**src/rtl/timer_irq_arbiter.sv**
```systemverilog
// timer_irq_arbiter: gathers the CMIA/CMIB/OVI flags of timer channels 0..3
// into one CPU interrupt request with a req/ack handshake, followed by a
// one-hot clear pulse back to the timer.
// Optional feature macro: TIMER_IRQ_RR_EN selects round-robin arbitration.
// When the macro is undefined, the lowest pending index wins.
module timer_irq_arbiter #(
   parameter int NUM_SRC  = 12,
   parameter int ID_WIDTH = 4
) (
   input  logic                clk,
   input  logic                rst,
   input  logic [NUM_SRC-1:0]  irq_src,
   input  logic [NUM_SRC-1:0]  irq_mask,
   input  logic                irq_ack,
   output logic                irq_req,
   output logic [ID_WIDTH-1:0] irq_id,
   output logic [NUM_SRC-1:0]  irq_clr,
   output logic [NUM_SRC-1:0]  irq_pending
);

   typedef enum logic [1:0] {IDLE, REQ, CLEAR} state_t;

   state_t                state_q, state_d;
   logic [NUM_SRC-1:0]    src_d, pending, eligible;
   logic                  win_vld;
   logic [ID_WIDTH-1:0]   win_id;
   logic                  req_d;
   logic [ID_WIDTH-1:0]   id_d;
   logic [NUM_SRC-1:0]    clr_d;

   assign eligible    = pending & ~irq_mask;
   assign irq_pending = pending;

   // Edge latch. A new rising edge beats the clear pulse for the same bit,
   // so a flag that re-fires during service is not lost.
   always_ff @(posedge clk) begin
      if (rst) begin
         src_d   <= '0;
         pending <= '0;
      end else begin
         src_d   <= irq_src;
         pending <= (pending & ~irq_clr) | (irq_src & ~src_d);
      end
   end

`ifdef TIMER_IRQ_RR_EN
   localparam logic [ID_WIDTH-1:0] LAST_ID = ID_WIDTH'(NUM_SRC - 1);

   logic [ID_WIDTH-1:0]  rr_ptr;
   logic [2*NUM_SRC-1:0] dbl;
   logic [NUM_SRC-1:0]   rot;

   // Round-robin pointer: moves past the serviced source only when it is
   // actually cleared; a withdrawn grant leaves it where it was.
   always_ff @(posedge clk) begin
      if (rst)
         rr_ptr <= '0;
      else if (state_q == CLEAR)
         rr_ptr <= (irq_id == LAST_ID) ? '0 : irq_id + ID_WIDTH'(1);
   end

   // Rotate eligible so rr_ptr lands on bit 0, then take the first set bit
   // and map its position back to a source index.
   always_comb begin
      int sum;
      dbl     = {eligible, eligible} >> rr_ptr;
      rot     = dbl[NUM_SRC-1:0];
      win_vld = 1'b0;
      win_id  = '0;
      sum     = 0;
      for (int i = 0; i < NUM_SRC; i++) begin
         if (!win_vld && rot[i]) begin
            win_vld = 1'b1;
            sum     = int'(rr_ptr) + i;
            if (sum >= NUM_SRC) sum = sum - NUM_SRC;
            win_id  = ID_WIDTH'(sum);
         end
      end
   end
`else
   // Fixed priority: lowest eligible index wins.
   always_comb begin
      win_vld = 1'b0;
      win_id  = '0;
      for (int i = 0; i < NUM_SRC; i++) begin
         if (!win_vld && eligible[i]) begin
            win_vld = 1'b1;
            win_id  = ID_WIDTH'(i);
         end
      end
   end
`endif

   // Handshake state and registered outputs.
   always_ff @(posedge clk) begin
      if (rst) begin
         state_q <= IDLE;
         irq_req <= 1'b0;
         irq_id  <= '0;
         irq_clr <= '0;
      end else begin
         state_q <= state_d;
         irq_req <= req_d;
         irq_id  <= id_d;
         irq_clr <= clr_d;
      end
   end

   // Next state: the winner is chosen only from IDLE, so nothing preempts a
   // grant already presented; ack beats a same-cycle mask of the grant.
   always_comb begin
      state_d = state_q;
      req_d   = irq_req;
      id_d    = irq_id;
      clr_d   = '0;
      case (state_q)
         IDLE: begin
            req_d = 1'b0;
            if (win_vld) begin
               state_d = REQ;
               req_d   = 1'b1;
               id_d    = win_id;
            end
         end
         REQ: begin
            if (irq_ack) begin
               state_d = CLEAR;
               req_d   = 1'b0;
               clr_d   = NUM_SRC'(1) << irq_id;
            end else if (irq_mask[irq_id]) begin
               state_d = IDLE;
               req_d   = 1'b0;
            end
         end
         CLEAR: begin
            state_d = IDLE;
            req_d   = 1'b0;
         end
         default: begin
            state_d = IDLE;
            req_d   = 1'b0;
         end
      endcase
   end

endmodule

```
**config.mk**
```make
export PLATFORM = sky130hd
export DESIGN_NAME = timer_irq_arbiter
export DESIGN_NICKNAME = d
export VERILOG_FILES = /design/src/rtl/timer_irq_arbiter.sv
export SDC_FILE = /design/constraint.sdc
export NUM_CORES = 1
export LEC_CHECK = 0
export CORE_MARGIN = 4
export CORE_UTILIZATION = 45
export DETAILED_ROUTE_END_ITERATION = 6
export PLACE_DENSITY = 0.78
export SYNTH_ARGS = -nofsm -noshare
export SYNTH_HDL_FRONTEND = slang
export SYNTH_SLANG_ARGS = --single-unit
```
**constraint.sdc**
```tcl
create_clock -name clk -period 1.59 [get_ports clk]
set_input_delay 0.318 -clock clk [delete_from_list [all_inputs] [get_ports clk]]
set_output_delay 0.318 -clock clk [all_outputs]
set_load 0.03 [all_outputs]
```
* Word level (Yosys, flattened, before mapping) *
Cells that the tools add are included.
Widths: inputs -> output; s select.

storage, ports and cells
  output and inout bits = 29
  bits in registers = 43

cells by class
  bitwise operators = 9
  order comparisons = 1
  reductions and logical operators = 26
  equality and inequality tests = 3
  shift operators = 1
  mux-type cells = 33

operators by type and width
  cell                  number
  $mux 4                10
  $and 12x12->12        3
  $not 12->12           3
  $mux 1                17
  $or 12x12->12         1
  $shl 1x4->12 const A  1
  $logic_and 1x1->1     11
  $logic_not 1->1       11
  $mux 2                3
  $lt 4x5->1 const B    1
  $bmux 1 s4            1
  $pmux 2 s2            1
  $reduce_and 2->1      2
  $ne 3x3->1 const B    1
  $reduce_or 3->1       1
  $eq 2x1->1 const B    1
  $logic_not 2->1       1
  $ne 2x2->1 const B    1
  $not 1->1             2
  $pmux 1 s2            1

* Logic depth before layout (Yosys ltp) *
Gate-level depths: netlist of the first run.

  depth in word-level cells = 38
  depth in mapped cells = 5
  gate-level depth less buffers = 5

* Worst setup path after synthesis of the first run *
OpenSTA, ideal clock, no wires.

  path kind = register to register
  start point = reg irq_id[0]
  end point = reg irq_req
  library setup time = 69 ps
  slack = -41 ps
  clock period less this slack = 1631 ps
  arrival = 1562 ps
  cell stages (with the launch flop) = 6
  cells stage by stage = dfxtp_1 buf_2 mux4_2 nand3b_1 o2111ai_1 o21ai_1

between the ends
  word-level cells in the longest chain between the ends = 3

RTL lines
  what                          RTL line  source
  from (decl)                   16        output logic [ID_WIDTH-1:0] irq_id,
  from (signal assigned)        104       irq_id <= id_d;
  $bmux 1 s4                    130       end else if (irq_mask[irq_id]) begin
  $mux 1 (not written as such)  130
  $ne 3x3->1 (no line)          --
  to (signal assigned)          103       irq_req <= req_d;
  to (decl)                     15        output logic irq_req,

No other way between the ends. The select of a mux whose other input is x is not followed.
A chain may end at the register's enable or synchronous reset.

* Worst setup path in the final report of the first run *
  start point = reg pending[2], in the netlist irq_pending[2]
  end point = reg irq_id[1]

between the ends
  word-level cells in the longest chain between the ends = 31
  elaborated cells between the ends (all ways) = 41
  those cells by class = 20 x mux; 1 x bitwise; 20 x reduce/logical

RTL lines
  what                        RTL line  source
  from (decl)                 24        logic [NUM_SRC-1:0] src_d, pending, eligible;
  from (signal assigned)      42        pending <= (pending & ~irq_clr) | (irq_src & ~src_d);
  $and 12x12->12 (*)          31        assign eligible = pending & ~irq_mask;
  $logic_and 1x1->1 (*)       86        if (!win_vld && eligible[i]) begin
  $mux 1                      86
  $logic_not 1->1             86
  $logic_and 1x1->1           86
  $mux 1                      86
  $logic_not 1->1             86
  $logic_and 1x1->1           86
  (+15 left out)              --
  $mux 1                      86
  $logic_not 1->1             86
  $logic_and 1x1->1           86
  $mux 1                      86
  $logic_not 1->1             86
  $logic_and 1x1->1           86
  $mux 1                      86
  $reduce_and 2->1 (no line)  --

Every way passes the cells marked *; elsewhere a longest branch is shown, timed or not.

==> out/qor.csv, run 1 <==
stage,metric,value,unit
route,vias,1446,
finish,area_growth,47.5,%
sta,fin_skew,0.00331,ns
synth,yosys_warnings,0,
route,wl_per_cell,14.8,um
power,p_int,1.75,mW
power,p_leak,1.15,nW
power,p_comb_share,25.5,%
clock_tree,htree_levels,2,
power,powerDensity,1010,nW/um^2
finish,final_common_cell,dfxtp_1,
sta,fin_hold_ws,0.471,ns
synth,synthCells,170,
sta,min_period,1.52,ns
worst_setup_path,reg2regPathDepth,5,
clock_tree,numCtsBuffers,5,
placement,port_buffers,55,
sta,relSlewSlack,70.6,%
synth,synth-main-ff-cell,dfxtp_1,
clock_tree,clock_latency,0.30,ns
clock_tree,cts_root_buf,clkbuf_8,
finish,antennaDiodeCount,0,
hold_path,hold_path_end,irq_req,
power,ir_drop,534,uV
clock_tree,cts_hold_buf,0,
synth,syn-num-nets,197,
finish,fill_cells,284,
hold_path,timing.hold.worst.class,reg2reg,
synth,seq_area_frac_synth,51.2,%
power,seqPwrFrac,48.8,%
grt,grt_pass1_vias,1493,
route,drtAntennaViolNets,0,
synth,synth_top_area_share,51.2,%
sta,setup_viol,0,
worst_setup_path,cp_cell_sequence,"nor2b_2, and4bb_2, nand3_2, and2_4, o221a_1",
placement,post-dp-hpwl,3.18,mm
sta,period_share,95.5,%
floorplan,rows,21,
sta,max_freq,0.659,GHz
route,drtIter0Drc,121,
synth,ys_types,31,
synth,synthTopCellsByArea,"dfxtp_1, nand2b_1, nor2b_1, a21oi_1, mux4_2",
route,via_per_inst,5.02,
worst_setup_path,critPathLaunchType,flip-flop,
synth,async_flop_share,0,%
route,drt-pass1-iter-count,4,
status,status,completed,
worst_setup_path,worstSetupPathType,reg2reg,
sta,finalMaxSlewViolations,0,
worst_setup_path,r2r_slack,0.07,ns
worst_setup_path,cp_slowest_cell,and4bb_2,
worst_setup_path,critPathArrivalTime,1.70,ns
worst_setup_path,crit_required,1.78,ns
clock_tree,clkSinkCount,43,
job,maxCapViolCount,0,
clock_tree,clock_path_buffers,2,
floorplan,ios,56,
worst_setup_path,cp_slowest_stage_delay,0.36,ns
route,drc,0,
synth,syn_avg_cell_area,9.89,um^2
worst_setup_path,crit_fanout,4,
floorplan,initial_utilization,48.5,%
placement,gp_congestion,0.833,
grt,grt_overflow,0,
synth,yosys.area.top_type,dfxtp_1,
clock_tree,tritoncts,done,
power,power.total,2.50,mW
worst_setup_path,endpoint_kind,flip-flop,
floorplan,dieHeight,69.1,um
sta,hold_viol,0,
synth,syn_area,1680,um^2
synth,synth_edf_count,0,
power,power.share.clock,25.7,%
synth,synthMuxAreaShare,4.61,%
synth,synth-xor-area-share,0,%
synth,synthSimpleGateAreaFrac,31.4,%
synth,ys_seq_elements,43,
worst_setup_path,reg2reg_from,irq_pending[2],
synth,synth_fa_ha_area_share,0,%
route,wl,4.26,mm
hold_path,min-delay-start,irq_req,
worst_setup_path,r2r_end,irq_id[1],
power,switching_power,0.748,mW
clock_tree,clkTransAtPathRegs,0.07,ns
grt,antenna_found_initial,0,
hold_path,hold_depth,2,
floorplan,dieArea,4780,um^2
synth,synth_compound_area_share,10.0,%
power,switching_share,30.0,%
finish,final_cell_mix,"dfxtp_1, dlygate4sd2_1, nand2b_1, nor2b_1",
finish,final_layout_size_suffix_gt1_share,17.8,%
sta,worst_pin_slew,0.439,ns
finish,final_nets,270,
floorplan,core_area,3470,um^2
floorplan,die_x,69.1,um
grt,grt_pass1_wl,7.00,mm
grt,grt_max_degree,33,
synth,synth_top_family_by_area,simple AND/OR/NAND/NOR gates,
grt,grtUsageTotal,18.0,%
[critical path, delay by kind of cell (launching register included)]
| family | cells | cell delay [ns] |
|---|---|---|
| AND/OR/NAND/NOR | 4 | 0.84 |
| flip-flops | 1 | 0.33 |
| AO/OA/AOI/OAI | 1 | 0.24 |
[per-layer routing]
metal  up-vias  track usage [%]  part of all wire, %
met1       665             21.3                   42
met4         0             8.68                  2.3
met3        12             5.09                  6.4
met2        60             30.0                   49
met5         -                0                    0
li1        709                -                    -
[sequential cells by signal, summed over array words and instances (netlist names)]
register / count
irq_clr: 12
irq_id: 4
irq_pending: 12
irq_req: 1
src_d: 12
state_q: 2
[synth_stat cells (2+ instances only)]
| master | number |
|---|---|
| nand3b_1 | 3 |
| nor2_1 | 13 |
| mux4_2 | 3 |
| nand2b_1 | 29 |
| nor3_1 | 5 |
| dfxtp_1 | 43 |
| nand3_1 | 2 |
| clkbuf_1 | 3 |
| inv_1 | 5 |
| nand2_1 | 7 |
| nor2b_1 | 22 |
| or3_1 | 2 |
| a21oi_1 | 15 |
[timing repair]
item                       4_1_cts  5_1_grt
setup endpoints to repair       32        6
buffers inserted                 3        1
gates resized for setup         36       15
pin swaps                        4        7
[metrics by stage]
stage	setup WS, ns	cells	cell area (um^2)	util [%]	TNS [ns]
2_1_floorplan	0.0400	170	1680	-	0
3_3_place_gp	-0.290	278	2350	67.9	-2.27
3_5_place_dp	-0.355	278	2350	67.9	-2.98
4_1_cts	0.00693	287	2420	69.8	0
5_1_grt	-0.00733	288	2480	71.5	-0.00733
6_report	0.0719	288	2480	71.5	0
[layout make-up]
cell class	count	area, um^2	area share (%)
repair buffers	71	644	26.0
multi-input cells	117	817	32.9
well taps	46	57.6	2.32
clock inverters	1	7.51	0.303
flip-flops and latches	43	866	34.9
clock buffers	5	68.8	2.77
inverters	5	18.8	0.757
[cells by family after synthesis]
family,after synthesis
DFF,43
muxes,4
and+or+nand+nor,88
AOI/OAI and AO/OA,25
buffers and inverters,10
[power by group through the flow]
stage	sequential, mW	clock [mW]	combinational [mW]
floorplan	1.33	0	0.278
global placement	1.24	0	0.623
detailed placement	1.24	0	0.638
CTS	1.22	0.646	0.622
global route	1.23	0.680	0.678
finish	1.22	0.641	0.637
[worst max path at each step]
| stage | from | endpoint | slack, ns | depth (start not counted) |
|---|---|---|---|---|
| floorplan | irq_pending[9] | irq_id[1] | 0.04 | 5 |
| global placement | irq_mask[11] | irq_id[1] | -0.29 | 6 |
| detailed placement | irq_mask[9] | irq_id[1] | -0.35 | 6 |
| CTS | irq_mask[4] | irq_id[1] | 0.007 | 6 |
| global route | irq_pending[10] | irq_id[1] | -0.007 | 5 |
| finish | irq_pending[2] | irq_id[1] | 0.07 | 5 |
Power figures use the tool's default switching activity.
==> inputs of run 2 (changes only) <==
Settings changed: SKIP_LAST_GASP set to 1.
==> results of run 2 <==
No change in the layout: final DEF, timing and power equal those of run 1.
==> patch 1: new RTL, flow settings as in run 2 <==
Take the reset off `pending` and load it in a clocked block of its own.
--- a/src/rtl/timer_irq_arbiter.sv
+++ b/src/rtl/timer_irq_arbiter.sv
@@ -36,11 +36,13 @@
    always_ff @(posedge clk) begin
       if (rst) begin
          src_d   <= '0;
-         pending <= '0;
       end else begin
          src_d   <= irq_src;
-         pending <= (pending & ~irq_clr) | (irq_src & ~src_d);
       end
+   end
+
+   always_ff @(posedge clk) begin
+      pending <= (pending & ~irq_clr) | (irq_src & ~src_d);
    end
 
 `ifdef TIMER_IRQ_RR_EN
Check against the original RTL: not equivalent (a bounded check fails within 4 cycles, from zero or initial values and one cycle with rst high).
==> patch 1 against run 2 <==
Clock skew up 9.5 ps; sequential cell count unchanged; cell area decreased by 5.4%; non-clock buffer count up 5; final cell count rose by 2.1%; utilization decreased by 1.7 points; total power decreased by 19%; synthesized area decreased by 5.4%; setup slack improved by 2.4 ps; wire length down 7.6%; global-route usage rose by 1.6 points; register-to-register slack better by 60 ps; highest routed layer unchanged.
==> patch 1: results (changes against run 2) <==
metric,value,unit,change
portBuffers,55,,unchanged
path_clk_slew,120,ps,+50 ps
switching_share,26.9,%,-3.1 points
p_leak,0.00112,µW,-2.3%
viasPerCell,4.95,,-1.5%
inv_count,29,,+24
power.density,858,nW/µm²,-15%
clock_area_share,1.92,%,-1.2 points
cpPeakStageDelay,430,ps,+70 ps
multi_input_area_share,25.5,%,-7.5 points
nFillCells,317,,+12%
gr-usage-all-layers,19.7,%,+1.6 points
bufAreaShareNonClock,28.6,%,+2.7 points
sh_seq_area,36.9,%,+1.9 points
grt_use_met2,33.3,%,+3.3 points
post_dp_cell_area,2340,µm²,-0.74%
skew,12.8,ps,+9.48 ps
max_slew.worst_pin.slew,351,ps,-88.4 ps
worstPathMaxFanout,6,,+2
synth_top_cells_by_count,"43 x dfxtp_1, 28 x inv_1, 25 x nor2_1",,
root_buffer,clkbuf_4,,
drive_above_1_share,14.9,%,-2.8 points
grt_start_max_net_pins,13,,-61%
grt_pass1_wl,6510,µm,-7.1%
crit_family,flip-flops,,
syn_area,1590,µm²,-5.4%
synth_xor_area_share,0,%,unchanged
synth.distinct_cells,36,,+16%
grtUsageMet3,7.15,%,+2.1 points
synth_top_flop_cell,dfxtp_1,,
nMultiInputCombCells,94,,-20%
seq_area,865,µm²,-0.14%
cp_slowest_cell,dfxtp_2,,
met3WireLength,261,µm,-4.4%
synth-seq-area-share,54.1,%,+2.9 points
wl_met1,1710,µm,-4.0%
stdcell_count,294,,+2.1%
synth_mux_area_share,4.87,%,+0.26 points
synth_area_leaders,"dfxtp_1 54%, inv_1 6.6%, nor2_1 5.9%",,
status,finished clean,,
drtIter0Drc,59,,-51%
nFlopsAndLatches,43,,unchanged
synth_compound_area_share,13.7,%,+3.6 points
first_global_vias,1463,,-2.0%
peakVddDrop,0.666,mV,+25%
[patch 1: cell count changes after synthesis, moves of 3 or more]
cell / before / now
nand2b_1: 29 / 12
a21oi_1: 15 / 4
nor2_1: 13 / 25
o22ai_1: 0 / 12
inv_1: 5 / 28
nor2b_1: 22 / 2
nand2_1: 7 / 4
[patch 1: worst paths after layout]
path	startpoint	end	slack (ps)	cells past startpoint
worst max register to register	irq_id[1]	irq_req	130	4
worst min-delay path	src_d[9]	irq_pending[9]	410	1
worst min register to register	src_d[9]	irq_pending[9]	410	1
worst max-delay path	irq_id[1]	irq_id[1]	70	1
[patch 1: repair_timing]
item	4_1_cts	5_1_grt
endpoints found under the setup margin	29	0
resized for setup	29	0
setup buffers	0	0
[patch 1: power by group through the flow]
stage          clock (µW)  sequential, µW  combinational [µW]
5_1_grt               536            1160                 411
3_3_place_gp            0            1180                 388
6_report              485            1150                 378
2_1_floorplan           0            1210                 164
4_1_cts               500            1150                 379
3_5_place_dp            0            1180                 393
==> patch 2: new RTL, config.mk and constraints of run 2 <==
Without the edit above. Add a define of `TIMER_IRQ_RR_EN`.
--- a/src/rtl/timer_irq_arbiter.sv
+++ b/src/rtl/timer_irq_arbiter.sv
@@ -3,6 +3,8 @@
 // one-hot clear pulse back to the timer.
 // Optional feature macro: TIMER_IRQ_RR_EN selects round-robin arbitration.
 // When the macro is undefined, the lowest pending index wins.
+`define TIMER_IRQ_RR_EN
+
 module timer_irq_arbiter #(
    parameter int NUM_SRC  = 12,
    parameter int ID_WIDTH = 4
Formal check against the unedited RTL: not equivalent (Yosys sat finds a counterexample within 10 cycles, from zero or initial values and one cycle with rst high).
==> patch 2 against run 2 <==
The flow now finishes with violations (setup timing); total power rose by 92%; cell area rose to 2.6 times the old value; maximum frequency fell by 51%; synthesized area rose to 2.5 times the old value; sequential power rose by 16%; clock skew rose by 7.2 ps; combinational power rose to 4.2 times the old value; die area rose by 130%; worst hold slack improved by 5.4 ps; setup slack got worse by 1600 ps; critical path depth rose by 7; utilization fell by 1.3 points; wire length rose to 3.6 times the old value; sequential cell count rose by 4; highest routed layer unchanged.
==> patch 2: results (changes against run 2) <==
metric,value,unit,change
path_clk_slew,90,ps,+20 ps
synth_top_cells_by_count,"47 x dfxtp_1, 39 x nand2b_1, 35 x a21oi_1",,
p_leak,0.00286,µW,+150%
synth_compound_area_share,22.1,%,+12 points
viasPerCell,6.04,,+20%
setup_viol,6,,+6
drt-total-wl,15400,µm,+260%
setup_slack,-1480,ps,-1560 ps
status,"complete, but fails checks",,
dpl.cell_count,794,,+190%
stdcell_count,819,,+180%
peakVddDrop,0.845,mV,+58%
nets,762,,+180%
syn_nets,558,,+180%
nFillCells,681,,+140%
synth.distinct_cells,74,,+140%
place_congestion,0.966,,+16%
violations,setup timing,,
skew,10.5,ps,+7.18 ps
grt_start_max_net_pins,32,,-3.0%
arrival,3290,ps,+1590 ps
first_global_vias,4946,,+230%
grt_pass1_wl,24400,µm,+250%
syn_area_per_cell,8.42,µm²,-15%
synth_adder_area_share,8.27,%,+8.3 points
synth_mux_area_share,11.3,%,+6.7 points
gr-usage-all-layers,26.9,%,+8.9 points
switching_share,39.0,%,+9.0 points
rr_worst_depth,13,,+8
drive_above_1_share,38.0,%,+20 points
-- patch 2: cell types whose count changed in the layout (fill, tap and decap cells not counted), sizes merged, moves of 11 or more --
| cell | delta |
|---|---|
| a21oi | +20 |
| and3 | +12 |
| buf | +154 |
| dlygate4sd2 | -11 |
| ha | +28 |
| inv | +11 |
| mux2i | +11 |
| nand2 | +25 |
| nand3 | +14 |
| nor2 | +14 |
| o21ai | +22 |
| o22ai | +13 |
-- patch 2: through the flow --
stage,setup TNS [ps],hold WS (ps),worst slack (ps),total power (µW),cell area [µm²]
6_report,-8470,476,-1480,4790,6450
5_1_grt,-9180,505,-1660,5040,6450
3_3_place_gp,-10240,461,-1680,3730,6110
2_1_floorplan,-6180,420,-1100,2710,4450
3_5_place_dp,-10870,461,-1690,3790,6110
4_1_cts,-7780,480,-1390,4530,6270
-- patch 2: critical path, stage by stage --
cell and delay, ps:
clkdlybuf4s50_1 540, nand2b_1 240, mux4_2 300, mux2_2 200, nand2_1 150, a2111oi_4 420, nand3_2 190, buf_6 180
o41ai_4 230, buf_4 210, nor4_2 60, a211oi_1 260
-- patch 2: layout make-up --
cell class	instances	share of cell area (%)
sequential	47	14.9
multi-input combinational	412	52.2
clock inverter	2	0.194
clock buffer	6	1.12
tap	111	2.15
inverter	18	1.07
timing repair buffer	223	28.3
-- patch 2: kinds of logic after synthesis --
family,count (synthesis)
AO/OA/AOI/OAI,132
XOR/XNOR,12
adder cells (fa/ha/maj),28
buffers and inverters,44
flip-flops,47
multiplexers,33
AND/OR/NAND/NOR,207
-- patch 2: final timing paths --
kind | startpoint | endpoint
min | src_d[7] | irq_pending[7]
max reg2reg | rr_ptr[0] | irq_id[2]
max | irq_mask[9] | irq_id[2]
min reg2reg | src_d[7] | irq_pending[7]
-- patch 2: routing by layer --
metal | part of all wire, % | track usage [%]
met5 | 0 | 0
met4 | 4.2 | 10.3
met3 | 8.4 | 5.56
met2 | 48 | 46.1
met1 | 39 | 33.0
-- patch 2: power by group through the flow --
stage | registers (µW) | logic [µW] | clock network (µW)
6_report | 1410 | 2680 | 705
5_1_grt | 1420 | 2850 | 765
4_1_cts | 1400 | 2420 | 715
3_5_place_dp | 1430 | 2360 | 0
3_3_place_gp | 1430 | 2300 | 0
2_1_floorplan | 1540 | 1170 | 0
-- patch 2: repair_timing --
item	4_1_cts	5_1_grt
endpoints found under the setup margin	32	13
setup buffers	8	9
resized for setup	40	31
pin swaps	6	6
